===== config.mk =====
export PLATFORM = sky130hd
export DESIGN_NAME = fetch_stage_flat
export DESIGN_NICKNAME = d
export VERILOG_FILES = /design/src/rtl/fetch_stage_pkg.sv /design/src/rtl/fetch_stage_if.sv /design/src/rtl/fetch_stage_if_id_register.sv /design/src/rtl/fetch_stage.sv /design/src/flat_wrapper.sv
export SDC_FILE = /design/constraint.sdc
export NUM_CORES = 1
export LEC_CHECK = 0
export ABC_AREA = 1
export CAP_MARGIN = 20
export CORE_MARGIN = 2
export CORE_UTILIZATION = 46
export CTS_CLUSTER_DIAMETER = 50
export DETAILED_ROUTE_END_ITERATION = 8
export PLACE_DENSITY = 0.85
export SLEW_MARGIN = 25
export SYNTH_ARGS = -nofsm -noshare
export SYNTH_HDL_FRONTEND = slang
export SYNTH_HIERARCHICAL = 1
export SYNTH_SLANG_ARGS = --single-unit
export TNS_END_PERCENT = 100

===== constraint.sdc =====
create_clock -name clk -period 4.2 [get_ports clk]
set_clock_uncertainty 0.2 [all_clocks]
set_input_delay 0.84 -clock clk [delete_from_list [all_inputs] [get_ports clk]]
set_output_delay 0.84 -clock clk [all_outputs]
set_load 0.01 [all_outputs]

===== src/rtl/fetch_stage_pkg.sv =====
// Shared constants and state type for the instruction-fetch stage.
// Single-cycle fetch against a combinational instruction memory.
package arm_fetch_pkg;
    localparam int          ADDR_W    = 8;
    localparam int          INSTR_W   = 32;
    localparam logic [31:0] NOP_WORD  = 32'h0000_0000;
    localparam logic [31:0] HALT_WORD = 32'hFFFF_FFFF;
    localparam int          PC_STEP   = 4;

    typedef enum logic {
        RUN    = 1'b0,
        HALTED = 1'b1
    } fetch_state_t;
endpackage


===== src/rtl/fetch_stage_if.sv =====
// Fetch-stage bundle: hazard/branch controls, instruction-memory port and IF/ID outputs.
// master = surrounding pipeline and memory, slave = fetch_stage.
interface fetch_stage_if #(
    parameter int ADDR_W  = arm_fetch_pkg::ADDR_W,
    parameter int INSTR_W = arm_fetch_pkg::INSTR_W
);
    logic               stall;
    logic               flush;
    logic               branch_taken;
    logic [ADDR_W-1:0]  branch_target;
    logic [INSTR_W-1:0] imem_instr;
    logic [ADDR_W-1:0]  imem_addr;
    logic [ADDR_W-1:0]  pc;
    logic [INSTR_W-1:0] ifid_instr;
    logic [ADDR_W-1:0]  ifid_pc_plus4;
    logic               ifid_valid;
    logic               halted;

    modport master (
        output stall, flush, branch_taken, branch_target, imem_instr,
        input  imem_addr, pc, ifid_instr, ifid_pc_plus4, ifid_valid, halted
    );

    modport slave (
        input  stall, flush, branch_taken, branch_target, imem_instr,
        output imem_addr, pc, ifid_instr, ifid_pc_plus4, ifid_valid, halted
    );
endinterface


===== src/rtl/fetch_stage_if_id_register.sv =====
// IF/ID pipeline register: bubble beats load, otherwise holds; one-cycle capture.
// Holding is the only backpressure; a bubble leaves the captured PC+4 untouched.
module if_id_register #(
    parameter int ADDR_W  = arm_fetch_pkg::ADDR_W,
    parameter int INSTR_W = arm_fetch_pkg::INSTR_W
) (
    input  logic               clk,
    input  logic               reset,
    input  logic               load_i,
    input  logic               bubble_i,
    input  logic [INSTR_W-1:0] instr_i,
    input  logic [ADDR_W-1:0]  pc_plus4_i,
    output logic [INSTR_W-1:0] instr_o,
    output logic [ADDR_W-1:0]  pc_plus4_o,
    output logic               valid_o
);
    import arm_fetch_pkg::*;

    logic [INSTR_W-1:0] instr_q, instr_d;
    logic [ADDR_W-1:0]  pc_plus4_q, pc_plus4_d;
    logic               valid_q, valid_d;

    always_comb begin
        instr_d    = instr_q;
        pc_plus4_d = pc_plus4_q;
        valid_d    = valid_q;
        if (bubble_i) begin
            instr_d = INSTR_W'(NOP_WORD);
            valid_d = 1'b0;
        end else if (load_i) begin
            instr_d    = instr_i;
            pc_plus4_d = pc_plus4_i;
            valid_d    = 1'b1;
        end
    end

    always_ff @(posedge clk) begin
        if (reset) begin
            instr_q    <= INSTR_W'(NOP_WORD);
            pc_plus4_q <= '0;
            valid_q    <= 1'b0;
        end else begin
            instr_q    <= instr_d;
            pc_plus4_q <= pc_plus4_d;
            valid_q    <= valid_d;
        end
    end

    assign instr_o    = instr_q;
    assign pc_plus4_o = pc_plus4_q;
    assign valid_o    = valid_q;
endmodule


===== src/rtl/fetch_stage.sv =====
// Instruction fetch: owns the PC, captures the addressed word into IF/ID in one cycle.
// Priority branch > stall > flush > fetch; a fetched halt word freezes the stage until reset.
module fetch_stage #(
    parameter int                 ADDR_W    = arm_fetch_pkg::ADDR_W,
    parameter int                 INSTR_W   = arm_fetch_pkg::INSTR_W,
    parameter logic [ADDR_W-1:0]  RESET_PC  = '0,
    parameter logic [INSTR_W-1:0] HALT_WORD = arm_fetch_pkg::HALT_WORD
) (
    input  logic          clk,
    input  logic          reset,
    fetch_stage_if.slave  bus
);
    import arm_fetch_pkg::*;

    fetch_state_t       state_q;
    logic [ADDR_W-1:0]  pc_q;
    logic               halted_q;
    logic [ADDR_W-1:0]  pc_plus4;
    logic [ADDR_W-1:0]  target_aligned;
    logic               halt_hit;
    logic               ifid_load;
    logic               ifid_bubble;

    assign pc_plus4       = pc_q + ADDR_W'(PC_STEP);
    assign target_aligned = bus.branch_target & ~ADDR_W'(3);
    assign halt_hit       = (bus.imem_instr == HALT_WORD);

    // A halt word only counts on a plain fetch; on other paths it is wrong-path or not yet consumed.
    always_comb begin
        ifid_load   = 1'b0;
        ifid_bubble = 1'b0;
        if (state_q == RUN) begin
            if (bus.branch_taken) begin
                ifid_bubble = 1'b1;
            end else if (bus.stall) begin
                ifid_bubble = bus.flush;
            end else if (bus.flush || halt_hit) begin
                ifid_bubble = 1'b1;
            end else begin
                ifid_load = 1'b1;
            end
        end
    end

    always_ff @(posedge clk) begin
        if (reset) begin
            state_q  <= RUN;
            pc_q     <= RESET_PC;
            halted_q <= 1'b0;
        end else if (state_q == RUN) begin
            if (bus.branch_taken) begin
                pc_q <= target_aligned;
            end else if (!bus.stall) begin
                if (!bus.flush && halt_hit) begin
                    state_q  <= HALTED;
                    halted_q <= 1'b1;
                end else begin
                    pc_q <= pc_plus4;
                end
            end
        end
    end

    if_id_register #(
        .ADDR_W  (ADDR_W),
        .INSTR_W (INSTR_W)
    ) u_if_id (
        .clk        (clk),
        .reset      (reset),
        .load_i     (ifid_load),
        .bubble_i   (ifid_bubble),
        .instr_i    (bus.imem_instr),
        .pc_plus4_i (pc_plus4),
        .instr_o    (bus.ifid_instr),
        .pc_plus4_o (bus.ifid_pc_plus4),
        .valid_o    (bus.ifid_valid)
    );

    assign bus.imem_addr = pc_q;
    assign bus.pc        = pc_q;
    assign bus.halted    = halted_q;
endmodule


===== src/flat_wrapper.sv =====
// flat-port wrapper written by rule: the top's interface ports become plain ports
module fetch_stage_flat import arm_fetch_pkg::*;
#(
    parameter int                 ADDR_W    = arm_fetch_pkg::ADDR_W,
    parameter int                 INSTR_W   = arm_fetch_pkg::INSTR_W,
    parameter logic [ADDR_W-1:0]  RESET_PC  = '0,
    parameter logic [INSTR_W-1:0] HALT_WORD = arm_fetch_pkg::HALT_WORD
)
  (clk, reset, bus_stall, bus_flush, bus_branch_taken, bus_branch_target, bus_imem_instr, bus_imem_addr, bus_pc, bus_ifid_instr, bus_ifid_pc_plus4, bus_ifid_valid, bus_halted);
  fetch_stage_if #(.ADDR_W(ADDR_W), .INSTR_W(INSTR_W)) bus_i ();
  input  logic clk;
  input  logic reset;
  input wire logic [$bits(bus_i.stall)-1:0] bus_stall;
  input wire logic [$bits(bus_i.flush)-1:0] bus_flush;
  input wire logic [$bits(bus_i.branch_taken)-1:0] bus_branch_taken;
  input wire logic [$bits(bus_i.branch_target)-1:0] bus_branch_target;
  input wire logic [$bits(bus_i.imem_instr)-1:0] bus_imem_instr;
  output wire logic [$bits(bus_i.imem_addr)-1:0] bus_imem_addr;
  output wire logic [$bits(bus_i.pc)-1:0] bus_pc;
  output wire logic [$bits(bus_i.ifid_instr)-1:0] bus_ifid_instr;
  output wire logic [$bits(bus_i.ifid_pc_plus4)-1:0] bus_ifid_pc_plus4;
  output wire logic [$bits(bus_i.ifid_valid)-1:0] bus_ifid_valid;
  output wire logic [$bits(bus_i.halted)-1:0] bus_halted;
  assign bus_i.stall = bus_stall;
  assign bus_i.flush = bus_flush;
  assign bus_i.branch_taken = bus_branch_taken;
  assign bus_i.branch_target = bus_branch_target;
  assign bus_i.imem_instr = bus_imem_instr;
  assign bus_imem_addr = bus_i.imem_addr;
  assign bus_pc = bus_i.pc;
  assign bus_ifid_instr = bus_i.ifid_instr;
  assign bus_ifid_pc_plus4 = bus_i.ifid_pc_plus4;
  assign bus_ifid_valid = bus_i.ifid_valid;
  assign bus_halted = bus_i.halted;
  fetch_stage #(.ADDR_W(ADDR_W), .INSTR_W(INSTR_W), .RESET_PC(RESET_PC), .HALT_WORD(HALT_WORD)) u_core (.clk(clk), .reset(reset), .bus(bus_i));
endmodule

[Yosys cells after proc, flatten, opt, wreduce, memory -nomap -nowiden]
Index checks and enable logic that the tools add are counted.
W data, S select, Z words.
Cells by class
  add/subtract/negate cells: 1
  equal/unequal tests: 3
  muxes and demuxes: 15
  bitwise operators: 4
  reductions and logical operators: 7
Operator list (number)
  $eq A32 B32 Y1 const B: 1
  $mux W8: 3
  $mux W1: 12
  $add A8 B3 Y8 const B: 1
  $not A1 Y1: 4
  $reduce_and A4 Y1: 1
  $reduce_and A3 Y1: 1
  $ne A2 B1 Y1 const B: 1
  $ne A2 B2 Y1 const B: 1
  $reduce_and A2 Y1: 1
  $reduce_or A2 Y1: 1
  $logic_and A1 B1 Y1: 1
  $logic_not A1 Y1: 1
  $logic_or A1 B1 Y1: 1
Word-level totals
  flip-flop bits (word level): 51
  input bits: 45
  output and inout port bits: 58

[Longest topological paths before layout]
  word-level depth: 8
  gate-level depth with buffers: 11

[Modules after synthesis]
The synthesis kept the hierarchy.
Modules (own cells, without submodules)
  if_id_register: times used 1, cells an instance 195, area each 1646.6 µm², sequential area each 820.8 µm²
  fetch_stage: times used 1, cells an instance 127, area each 759.5 µm², sequential area each 160.2 µm²

[Worst setup path after synthesis]
No wires, ideal clock.
  path type: input port to flip-flop
  start point: input bus_imem_instr[1]
  end point: register u_core.u_if_id.instr_q[19] (netlist: u_core/u_if_id/instr_o[19])
  data arrival time: 1969 ps
  data required time: 3885 ps
  path slack: 1916 ps
  stages: 10
  buffers on the path: 1
  path through: nand2_1 -> nor2_1 -> nand2_1 -> nor2_2 -> nand2_1 -> a21oi_1 -> inv_4 -> nand2_4 -> buf_6 -> a21oi_2
Between the ends
  longest elaborated chain between the ends: 7
Ends and longest elaborated chain
  start: declaration: line flat_wrapper.sv:17  | input wire logic [$bits(bus_i.imem_instr)-1:0] bus_imem_instr;
  $eq A32 B32 Y1: line fetch_stage.sv:26  | assign halt_hit = (bus.imem_instr == HALT_WORD);
  $logic_or A1 B1 Y1: line fetch_stage.sv:37  | end else if (bus.flush || halt_hit) begin
  $mux W1: line fetch_stage.sv:37
  $mux W1: line fetch_stage.sv:35  | end else if (bus.stall) begin
  $mux W1: line fetch_stage.sv:33  | if (bus.branch_taken) begin
  $mux W1: line fetch_stage.sv:32  | if (state_q == RUN) begin
  via u_core.ifid_bubble: line fetch_stage.sv:22  | logic ifid_bubble;
  $reduce_or A2 Y1 (no line)
  end signal: assignment: line fetch_stage_if_id_register.sv:39  | instr_q <= INSTR_W'(NOP_WORD);
  end signal: assignment: line fetch_stage_if_id_register.sv:43  | instr_q <= instr_d;
  end: declaration: line fetch_stage_if_id_register.sv:19  | logic [INSTR_W-1:0] instr_q, instr_d;
The timed path passes the listed nets, and every way through them passes these cells.
A chain may end at the register's enable or synchronous reset.

[Final worst setup path]
  start point: input bus_branch_taken
  end point: register u_core.u_if_id.instr_q[19] (netlist: u_core/u_if_id/instr_o[19])
RTL lines
  start: declaration: line flat_wrapper.sv:15  | input wire logic [$bits(bus_i.branch_taken)-1:0] bus_branch_taken;
  $mux W1: line fetch_stage.sv:33
  $mux W1: line fetch_stage.sv:32
  via u_core.ifid_load: line fetch_stage.sv:21  | logic ifid_load;
The timed path passes the listed nets, and every way through them passes these cells.

==> results.txt <==
The flow ran to the end, and the final reports show no timing, DRC or antenna violations. The clock tree from TritonCTS is done. The share of the Yosys chip area taken by registers is 0.4077.

The root buffer selected by CTS is clkbuf_8. The clock transition at the registers of the reported paths came out at ~90 ps. The synthesized design contains 0 enable-type register cells. CTS saw about 50 sinks. The total stage count of the critical path is 6. The peak clock frequency supported by timing is 343.5 MHz.

The die boundary width is about 76 um. The cell with the largest stage delay on the worst path is clkdlybuf4s50_1. The number of top-level pins came out at between 100 and 150. The power per cell area came out at between 200 and 300 nW/um2. The final net count is 453. The total detailed-routing wirelength came out at 5.578 mm. The effective utilization at floorplan came out at 0.4741. The aggregate global routing overflow came out at 0. The hold-critical path depth came out at 2. Traced cell by cell, the critical path runs through clkdlybuf4s50_1, nor2_2, and3_1, buf_4, nand2_1, a21oi_2.

The synthesized design contains 49 register bits. The met3 capacity usage during global routing came out at 0.03673. The type of the most critical hold path is reg -> reg. The ratio of cells with drive above 1 in the final layout came out at 0.1302. After detailed routing, the number of remaining DRC violations is 0. The number of max-slew violations in the final report came out at 0. Summed over all nets, the switching power comes to 0.2384 mW. In this run, distinct cell masters in the synthesized netlist total 28.

The combinational group share of total power came out at 0.177. The startpoint type of the worst setup path is an input port. In this run the tool buffered the top-level ports with 96 buffer cells.

The HPWL after detailed placement is 4.159 mm. In this run the number of H-tree levels came out at 2. No sink is reached through more buffers than the 2 on the longest clock path. The first global-routing pass estimated 9.204 mm of wire.

For this run, the total global-route usage over all layers was measured as 0.1890. The count of final hold-check violations came to 0. The total iterations of the first detailed-routing run came out at 4. The critical path is of the in -> reg type. The post-synthesis instance total came out at 322. TritonCTS created 5 clock buffers. By area the synthesized netlist is led by dfxtp_1 (41%), nand2_1 (18%), a21oi_2 (11%).

The die outline height is 76.32 um. The area growth from synthesis to layout came out at 39.94%. The count of hold-fix buffers inserted at cts came out at 0. Counting cells, the worst reg-to-reg path comes to 5.

Setup repair after global routing left no endpoint under its margin. The fraction of power spent switching nets is 0.2568. The number of antenna violations at the first check in global routing came out at 0.

Of the total power, registers draw 0.524. The final route contains 2220 vias. Dividing the detail-routed wire length by the instance count gives 11.69 um. For the worst-skew pair, the clock arrives at the later sink with an insertion delay of 290 ps. The first routing iteration left 109 violations. The mean cell area of the mapped netlist is 7.472 um2.

The relative slew slack came out at 0.6384. The floorplan step defined a die boundary enclosing between 5000 and 6000 um2. The data arrival at the endpoint of the critical path is about 2900 ps.

Of the total power, the clock network draws 0.299. The fraction of registers with async set/reset came out at 0. The internal cell power came out at 0.6900 mW.

The number of buffers and inverters on the critical path is 2. The floorplan row count is 26. The area share of the largest cell type after synthesis came out at 0.4077.

Gates resized during post-CTS repair numbered 0. The detail-routed via count per cell came out at roughly 4.7. The via count of the first global-routing pass is 2010. The shortest clock period the worst path allows after layout is 2911 ps. Once placement finished, the instance area stood at approximately 3300 um2. The post-CTS repair timing setup buffer count came out at 0. The number of max-capacitance violations reported is 0.

The delay of the slowest critical-path stage is 630 ps. The busiest metal layer after global routing is met2. The top cell type by total area after synthesis is dfxtp_1. The transition at the pin with the smallest max-transition slack came out at between 500 and 600 ps. The global-route met2 utilization is 0.3230. STA classifies the critical path endpoint as a flop. The worst-case IR drop observed on VDD is 174.4 uV. The final-layout fill cell count came out at 445.

The final clock period utilization by the worst path came out at 0.6932. The pin count of the biggest net entering global routing came out at 34. The cell family contributing the most delay on the critical path is buffers and inverters.

In this run the cell area of the synthesized design comes to 2406 um2. The placeable core region is ~5000 um2. The met1 track demand over resource in global routing is 0.2358. The number of diodes came out at 0. In this run the worst path has a maximum fanout of 31. The required arrival time at the worst endpoint came out at 4220 ps.

The count of nets left with antenna violations once routing finished came out at 0. The number of synthesis warnings is 6. The total power came out at approximately 0.93 mW.

The post-route standard cell area excluding fillers came out at 3367 um2. For this run, the leading register cell type out of synthesis is dfxtp_1. Summed over all failing endpoints, the final setup total negative slack is 0 ps.

The routability congestion estimate is around 0.86. The number of endpoints failing setup at the final stage came out at 0. The total leakage power came out at about 1.2 nW.
[cell families after synthesis]
family	share of synthesized area
AO/OA/AOI/OAI	0.1394
XOR/XNOR	0.006762
adder cells (fa/ha/maj)	0.005199
buffers and inverters	0.1217
flip-flops	0.4077
multiplexers	0.008321
other	0.001559
AND/OR/NAND/NOR	0.3094
[per-stage QoR]
step	cells	setup WS (ps)	hold slack [ps]	utilization
2_1_floorplan	327	1916	262.5	-
3_3_place_gp	470	994.5	249.0	0.6457
3_5_place_dp	470	962.4	252.9	0.6457
4_1_cts	477	1277	266.2	0.6635
5_1_grt	477	1109	285.6	0.6635
6_report	477	1289	262.4	0.6635
[cell type report]
type	count	area (um2)	area share
Tap cell	70	87.58	0.02601
Clock buffer	6	82.58	0.02453
Timing Repair Buffer	97	968.4	0.2876
Sequential cell	49	980.9	0.2913
Multi-Input combinational cell	233	1151	0.3419
Inverter	21	88.84	0.02638
Clock inverter	1	7.507	0.002230
[synth_stat cells (2+ instances only)]
library cell,number
dfxtp_1,49
a21oi_1,12
nand3_2,2
nand3_1,13
a21oi_2,30
buf_6,7
mux2i_1,2
inv_1,17
nand2_1,116
inv_4,2
buf_4,16
nor2_1,35
nor2_2,6
[worst min-delay path: stages, from the launching register on]
cell and delay, ps:
dfxtp_1 320, nand2_1 60, a21oi_1 50
[placed cells by master (no fill, tap or decap)]
cell type          n
nand2_1          116
clkdlybuf4s50_1   96
dfxtp_1           49
nor2_1            35
a21oi_2           30
inv_1             17
nand3_1           13
a21oi_1           12
clkbuf_8           6
nor2_2             6
conb_1             6
nand3_2            2
inv_4              2
mux2i_1            2
clkinvlp_4         1
nand4_1            1
or2_1              1
and2_1             1
xor2_2             1
o21ai_0            1
and3_1             1
a21boi_1           1
nand3b_1           1
ha_1               1
inv_6              1
inv_2              1
nand2_4            1
nor2_4             1
buf_4              1
[state kept, by name, summed over array words and instances (netlist names)]
signal                     count
u_core/u_if_id/instr_o        32
u_core/state_q                 1
u_core/u_if_id/valid_o         1
u_core/bus.imem_addr           6
u_core/bus.halted              1
u_core/u_if_id/pc_plus4_o      8
[metal layers]
metal	routed length [um]	share of wire
met5	0	0
met1	2472	0.44
met3	273	0.049
met2	2712	0.49
met4	120	0.022
[path summary, 6_finish.rpt]
| kind | slack (ps) | start | endpoint |
|---|---|---|---|
| setup reg to reg | 2270 | u_core/state_q | u_core/u_if_id/instr_o[19] |
| hold / removal | 260 | u_core/u_if_id/instr_o[29] | u_core/u_if_id/instr_o[29] |
| hold reg to reg | 260 | u_core/u_if_id/instr_o[29] | u_core/u_if_id/instr_o[29] |
| setup / recovery | 1290 | bus_branch_taken | u_core/u_if_id/instr_o[19] |
[power by group through the flow]
stage / logic (mW) / clock network (mW) / registers (mW)
CTS: 0.165 / 0.291 / 0.487
floorplan: 0.0889 / 0 / 0.501
detailed placement: 0.163 / 0 / 0.497
global placement: 0.161 / 0 / 0.497
global route: 0.179 / 0.308 / 0.489
finish: 0.164 / 0.278 / 0.487
(Power assumes the default switching activity.)
